**src/rtl/pc_pkg.sv**
```systemverilog
// +--------------------------------------------------------------------+
// | pc_pkg : shared encodings for the fetch PC sequencer (rev 1.0)     |
// +--------------------------------------------------------------------+
`default_nettype none

package pc_pkg;

  typedef enum logic [2:0] {
    BR_NONE = 3'b000,
    BR_BEQ  = 3'b001,
    BR_BNE  = 3'b010,
    BR_BLT  = 3'b011,
    BR_BGE  = 3'b100,
    BR_BLTU = 3'b101,
    BR_BGEU = 3'b110,
    BR_JR   = 3'b111
  } br_op_e;

  typedef enum logic [1:0] {
    CAUSE_NONE     = 2'b00,
    CAUSE_EXC      = 2'b01,
    CAUSE_MISALIGN = 2'b10
  } cause_e;

  typedef enum logic [1:0] {
    ST_BOOT = 2'b00,
    ST_RUN  = 2'b01,
    ST_TRAP = 2'b10
  } state_e;

  localparam int c_PC_STEP = 4;

  // Instruction fetch is word-granular: any set low bit is a bad target.
  function automatic logic is_misaligned(input logic [1:0] i_lsbs);
    return (i_lsbs != 2'b00);
  endfunction

endpackage

`default_nettype wire

```
**src/rtl/br_cond.sv**
```systemverilog
// +--------------------------------------------------------------------+
// | br_cond : combinational branch-taken decode from ALU flags (rev 1.0)|
// +--------------------------------------------------------------------+
`default_nettype none

module br_cond
  import pc_pkg::*;
(
  input  logic [2:0] i_br_op,
  input  logic       i_is_zero,
  input  logic       i_is_lt,
  input  logic       i_is_ltu,
  output logic       o_taken
);

  br_op_e w_op;

  assign w_op = br_op_e'(i_br_op);

  always_comb begin
    o_taken = 1'b0;
    case (w_op)
      BR_NONE: o_taken = 1'b0;
      BR_BEQ:  o_taken = i_is_zero;
      BR_BNE:  o_taken = ~i_is_zero;
      BR_BLT:  o_taken = i_is_lt;
      BR_BGE:  o_taken = ~i_is_lt;
      BR_BLTU: o_taken = i_is_ltu;
      BR_BGEU: o_taken = ~i_is_ltu;
      BR_JR:   o_taken = 1'b1;
      default: o_taken = 1'b0;
    endcase
  end

endmodule

`default_nettype wire

```
**src/rtl/pc_sequencer.sv**
```systemverilog
// +--------------------------------------------------------------------+
// | pc_sequencer : fetch PC FSM with jumps, branches and traps (rev 1.0)|
// +--------------------------------------------------------------------+
`default_nettype none

module pc_sequencer
  import pc_pkg::*;
#(
  parameter int              XLEN         = 32,
  parameter logic [XLEN-1:0] RESET_VECTOR = 32'h0040_0000,
  parameter logic [XLEN-1:0] EXC_VECTOR   = 32'h8000_0180,
  parameter int              CNT_W        = 16
) (
  input  logic             clk,
  input  logic             rst_n,
  input  logic             fetch_ready,
  input  logic             stall,
  input  logic             exc,
  input  logic             jmp,
  input  logic [2:0]       br_op,
  input  logic             is_zero,
  input  logic             is_lt,
  input  logic             is_ltu,
  input  logic [XLEN-1:0]  jmp_target,
  input  logic [XLEN-1:0]  branch_target,
  input  logic [XLEN-1:0]  jr_target,
  output logic [XLEN-1:0]  pc,
  output logic             pc_valid,
  output logic             redirect,
  output logic [XLEN-1:0]  epc,
  output logic [1:0]       cause,
  output logic [CNT_W-1:0] taken_cnt
);

  state_e            r_state;
  logic [XLEN-1:0]   r_pc;
  logic              r_pc_valid;
  logic              r_redirect;
  logic [XLEN-1:0]   r_epc;
  cause_e            r_cause;
  logic [CNT_W-1:0]  r_taken_cnt;

  logic              w_br_taken;
  logic              w_have_tgt;
  logic              w_misalign;
  logic              w_seq_adv;
  logic              w_cnt_sat;
  logic [XLEN-1:0]   w_tgt;
  logic [XLEN-1:0]   w_pc_seq;

  br_cond u_br_cond (
    .i_br_op   (br_op),
    .i_is_zero (is_zero),
    .i_is_lt   (is_lt),
    .i_is_ltu  (is_ltu),
    .o_taken   (w_br_taken)
  );

  // jmp outranks a simultaneous branch, so its target is the one vetted.
  always_comb begin
    w_tgt = branch_target;
    if (jmp) begin
      w_tgt = jmp_target;
    end else if (br_op_e'(br_op) == BR_JR) begin
      w_tgt = jr_target;
    end
  end

  assign w_have_tgt = jmp | w_br_taken;
  assign w_misalign = w_have_tgt & is_misaligned(w_tgt[1:0]);
  assign w_seq_adv  = fetch_ready & ~stall;
  assign w_pc_seq   = r_pc + XLEN'(c_PC_STEP);
  assign w_cnt_sat  = &r_taken_cnt;

  always_ff @(posedge clk) begin
    if (!rst_n) begin
      r_state     <= ST_BOOT;
      r_pc        <= RESET_VECTOR;
      r_pc_valid  <= 1'b0;
      r_redirect  <= 1'b0;
      r_epc       <= '0;
      r_cause     <= CAUSE_NONE;
      r_taken_cnt <= '0;
    end else begin
      r_redirect <= 1'b0;
      case (r_state)
        ST_BOOT: begin
          r_state    <= ST_RUN;
          r_pc       <= RESET_VECTOR;
          r_pc_valid <= 1'b1;
        end
        ST_TRAP: begin
          r_state    <= ST_RUN;
          r_pc       <= EXC_VECTOR;
          r_pc_valid <= 1'b1;
        end
        ST_RUN: begin
          if (exc || w_misalign) begin
            r_state    <= ST_TRAP;
            r_epc      <= r_pc;
            r_cause    <= exc ? CAUSE_EXC : CAUSE_MISALIGN;
            r_pc       <= EXC_VECTOR;
            r_pc_valid <= 1'b0;
            r_redirect <= 1'b1;
          end else if (w_have_tgt) begin
            r_pc       <= w_tgt;
            r_redirect <= 1'b1;
            if (!w_cnt_sat) begin
              r_taken_cnt <= r_taken_cnt + CNT_W'(1);
            end
          end else if (w_seq_adv) begin
            r_pc <= w_pc_seq;
          end
        end
        default: begin
          r_state    <= ST_BOOT;
          r_pc       <= RESET_VECTOR;
          r_pc_valid <= 1'b0;
        end
      endcase
    end
  end

  assign pc        = r_pc;
  assign pc_valid  = r_pc_valid;
  assign redirect  = r_redirect;
  assign epc       = r_epc;
  assign cause     = r_cause;
  assign taken_cnt = r_taken_cnt;

endmodule

`default_nettype wire

```
**config.mk**
```make
export PLATFORM = sky130hd
export DESIGN_NAME = pc_sequencer
export DESIGN_NICKNAME = d
export VERILOG_FILES = /design/src/rtl/pc_pkg.sv /design/src/rtl/br_cond.sv /design/src/rtl/pc_sequencer.sv
export SDC_FILE = /design/constraint.sdc
export NUM_CORES = 1
export LEC_CHECK = 0
export CAP_MARGIN = 30
export CORE_MARGIN = 8
export CORE_UTILIZATION = 40
export CTS_CLUSTER_SIZE = 10
export DETAILED_ROUTE_END_ITERATION = 12
export HOLD_SLACK_MARGIN = 0.02
export MAX_ROUTING_LAYER = met4
export PLACE_DENSITY = 0.77
export SYNTH_ARGS = -nofsm -noshare
export SYNTH_HDL_FRONTEND = slang
export SYNTH_SLANG_ARGS = --single-unit
```
**constraint.sdc**
```tcl
create_clock -name clk -period 2.2 [get_ports clk]
set_input_delay 0.44 -clock clk [delete_from_list [all_inputs] [get_ports clk]]
set_output_delay 0.44 -clock clk [all_outputs]
set_load 0.1 [all_outputs]
```
==> metrics.log <==
INFO  metric run_status = finished, final reports clean
INFO  metric synthesis.nets = 800
INFO  metric postLayoutSetupSlackWorst = 0.0475 ns
INFO  metric gate_count_of_the_mapped_netlist = around 690
INFO  metric synth-warning-count = 0
INFO  metric grt_setup_unrepaired = yes
INFO  metric synth.avg_cell_area = 7.35 µm²
INFO  metric power_density = 551 nW/µm²
INFO  metric cp_data_required_time = 2.47 ns
INFO  metric fin_crit_sh = 0.978
INFO  metric die_h = around 130 µm
INFO  metric grt_pass1_wl = 31.0 mm
INFO  metric grt_max_degree = 38
INFO  metric max-clock-path-buffers = 2
INFO  metric nFillCells = 1099
INFO  metric crit_path_max_fanout = 9
INFO  metric finish.cell_count_without_fillers = 1113
INFO  metric endpoint_class_of_the_critical_path = flop
INFO  metric yosysTopAreaCellShare = 0.342
INFO  metric dominantRegCellSynth = sky130_fd_sc_hd__dfxtp_1
INFO  metric transition_time_at_the_pin_with_the_least_slew_margin = 0.511 ns
INFO  metric min_path_cells = 2
INFO  metric drt_iter0_drc = roughly 500
INFO  metric netlist_top_cells_area = sky130_fd_sc_hd__dfxtp_1 34%, sky130_fd_sc_hd__nand2_1 11%, sky130_fd_sc_hd__a21oi_1 7.1%
INFO  metric drt_pre_antenna_iters = 6
INFO  metric dp.cells = between 1000 and 1500
INFO  metric min-delay-path-class = flop to flop
INFO  metric floorplan_die_area = 16400 µm²
INFO  metric groute.usage.overall = 0.243
INFO  metric route.detailed.vias_per_inst = 5.59
INFO  metric synth_seq_area_share = 0.342
INFO  metric floorplan.initialDensity = 0.404
INFO  metric maxSlewHeadroom = 0.655
INFO  metric final_layout_size_suffix_gt1_frac = 0.281
INFO  metric synth_area_leader_cell = sky130_fd_sc_hd__dfxtp_1
INFO  metric post-route-drc-count = 0
INFO  metric unique_cell_type_count_in_the_yosys_netlist = 62
INFO  metric detailedPlacementHpwl = 15.5 mm
INFO  metric clk_transition_reported_paths = 0.06 ns
INFO  metric fin_crit = 2.15 ns
INFO  metric async_reset_ff_frac = 0
INFO  metric clock_tree.htree_level_count = 3
INFO  metric path_class = primary input to flop
INFO  metric grt_antenna_before_repair = 0
INFO  metric vias = 6219
INFO  metric total_leakage_power = ~3.2 nW
INFO  metric total_clock_buffers_created_by_cts = 9
INFO  metric num_io_pins = 192
INFO  metric place_congestion = 0.907
INFO  metric timing.final.hold_violations = 0
INFO  metric finish.net_count = 1052
INFO  metric fin_skew = 0.00838 ns
INFO  metric max_rail_drop_vdd = about 0.00040 V
INFO  metric cts_root_buf = sky130_fd_sc_hd__clkbuf_16
INFO  metric setup-violations-final = 0
INFO  metric placedInstanceArea = 7630 µm²
INFO  metric place_ws = -0.456 ns
INFO  metric via_count_of_the_first_global_routing_pass = just under 6000
INFO  metric sum_of_overflow_across_all_layers_after_global_routing = 0
INFO  metric io_port_bufs = 191
INFO  metric worst_setup_path_start_kind = primary input
INFO  metric post-layout-total-power = 4.43 mW
INFO  metric worst_ep_arrival_time = between 2 and 2.5 ns
INFO  metric cts_tree = yes
INFO  metric post_synth_instance_area = ~5000 µm²
INFO  metric clock_sinks = between 80 and 90
INFO  metric dr_wl_cell = around 18 µm
INFO  metric max_freq = 0.465 GHz
INFO  metric number_of_hold_repair_buffers_added_at_the_cts_stage = 0
INFO  metric syn2layout_area_growth = 59.9%
INFO  metric post-route-util = 0.646
INFO  metric antenna_viol_nets_final = 0
INFO  metric worstSkewPairLatency = about 0.34 ns
INFO  metric r2r_cells = 8
INFO  metric worst_hold_slack = 0.453 ns
INFO  metric number_of_enable_type_register_cells_in_the_synthesized_netlist = 0
INFO  metric setup_total_negative_slack = 0 ns
INFO  metric die_w = 128 µm
INFO  metric placeableCoreArea = ~12000 µm²
INFO  metric max_cap_violations = 0
INFO  metric report.final.slew_viol_count = 0
INFO  metric yosys_register_bits = 86
INFO  metric std_cell_rows = 41
INFO  metric antenna_cells = 0
INFO  metric design_area = 8050 µm²
INFO  metric wirelength = 20.1 mm
registers in the layout, summed over array words and instances (netlist names):
name,count
r_state,2
pc,32
pc_valid,1
epc,32
redirect,1
taken_cnt,16
cause,2
cell families after synthesis:
kind of cell	after synthesis	share of synthesized area
xor gates and xnor gates	15	0.0261
DFF	86	0.342
AOI/OAI and AO/OA	184	0.241
and+or+nand+nor	328	0.308
adders and majority gates	7	0.0174
buffers and inverters	56	0.0475
muxes	9	0.0181
routing by layer:
| layer | global-route usage | share of wire |
|---|---|---|
| met5 | - | 0 |
| met4 | 0.108 | 0.043 |
| met3 | 0.0449 | 0.072 |
| met2 | 0.411 | 0.49 |
| met1 | 0.275 | 0.39 |
critical path, stage by stage:
cell,delay [ns]
sky130_fd_sc_hd__clkdlybuf4s50_1,0.44
sky130_fd_sc_hd__a311oi_2,0.29
sky130_fd_sc_hd__buf_4,0.15
sky130_fd_sc_hd__a21o_1,0.12
sky130_fd_sc_hd__a41o_4,0.23
sky130_fd_sc_hd__nand3_4,0.12
sky130_fd_sc_hd__or4_4,0.45
sky130_fd_sc_hd__a21oi_2,0.16
final timing paths:
kind	from	to	slack [ns]
setup / recovery	branch_target[0]	taken_cnt[10]	0.05
hold / removal	epc[8]	epc[8]	0.45
hold reg to reg	epc[8]	epc[8]	0.45
setup reg to reg	r_state[1]	taken_cnt[10]	0.16
power by group:
part	leakage (nW)	switching, mW	internal [mW]
clock	0.137	0.605	0.878
combinational	2.37	0.767	0.544
sequential	0.714	0.0415	1.60
placed cells by master (no fill, tap or decap), types with 6 or more instances in the layout:
cell                              Yosys  final
sky130_fd_sc_hd__o31ai_1              9      8
sky130_fd_sc_hd__and3_1              15     14
sky130_fd_sc_hd__buf_4                3    172
sky130_fd_sc_hd__and4_1               9      9
sky130_fd_sc_hd__buf_12               0      7
sky130_fd_sc_hd__o22ai_1              9      9
sky130_fd_sc_hd__clkdlybuf4s50_1      0    103
sky130_fd_sc_hd__a311oi_1             8      7
sky130_fd_sc_hd__nand3_1             39     36
sky130_fd_sc_hd__a21oi_1             71     70
sky130_fd_sc_hd__a211oi_1             7      7
sky130_fd_sc_hd__nand2_1            150    149
sky130_fd_sc_hd__inv_1                8      7
sky130_fd_sc_hd__xor2_1              10     10
sky130_fd_sc_hd__dfxtp_2              0     36
sky130_fd_sc_hd__mux2i_1              8      8
sky130_fd_sc_hd__nor2_1              38     36
sky130_fd_sc_hd__clkbuf_16            0      9
sky130_fd_sc_hd__o21ai_0             23     23
sky130_fd_sc_hd__a211o_1              7      7
sky130_fd_sc_hd__nor3_1              20     19
sky130_fd_sc_hd__nand4_1             18     18
sky130_fd_sc_hd__dfxtp_1             86     47
sky130_fd_sc_hd__and2_1               6      6
sky130_fd_sc_hd__a31oi_1              9      7
sky130_fd_sc_hd__ha_1                 7      7
Yosys cell counts, types with 6 or more instances:
cell type,number
sky130_fd_sc_hd__a311oi_1,8
sky130_fd_sc_hd__a211o_1,7
sky130_fd_sc_hd__and4_1,9
sky130_fd_sc_hd__dfxtp_1,86
sky130_fd_sc_hd__and3_1,15
sky130_fd_sc_hd__a211oi_1,7
sky130_fd_sc_hd__buf_2,14
sky130_fd_sc_hd__nor2_1,38
sky130_fd_sc_hd__o21ai_0,23
sky130_fd_sc_hd__nand4_1,18
sky130_fd_sc_hd__a31oi_1,9
sky130_fd_sc_hd__o22ai_1,9
sky130_fd_sc_hd__a21oi_1,71
sky130_fd_sc_hd__clkbuf_1,29
sky130_fd_sc_hd__inv_1,8
sky130_fd_sc_hd__ha_1,7
sky130_fd_sc_hd__xor2_1,10
sky130_fd_sc_hd__and2_1,6
sky130_fd_sc_hd__o31ai_1,9
sky130_fd_sc_hd__nor3_1,20
sky130_fd_sc_hd__nand3_1,39
sky130_fd_sc_hd__mux2i_1,8
sky130_fd_sc_hd__nand2_1,150
what timing repair did:
| item | 4_1_cts | 5_1_grt |
|---|---|---|
| setup buffers | 0 | 1 |
| setup endpoints to repair | 32 | 74 |
| gates resized for setup | 13 | 17 |
| pin swaps | 3 | 2 |
final cells by class:
type                       count  area [µm²]  share of cell area
clock buffer                  12         236              0.0294
inverter                       8        30.0             0.00373
timing repair buffer         289        2540               0.315
multi-input combinational    543        3210               0.398
tap                          172         215              0.0267
sequential                    86        1780               0.221
clock inverter                 3        45.0             0.00560
No activity file was read; power rests on OpenSTA's default activity.
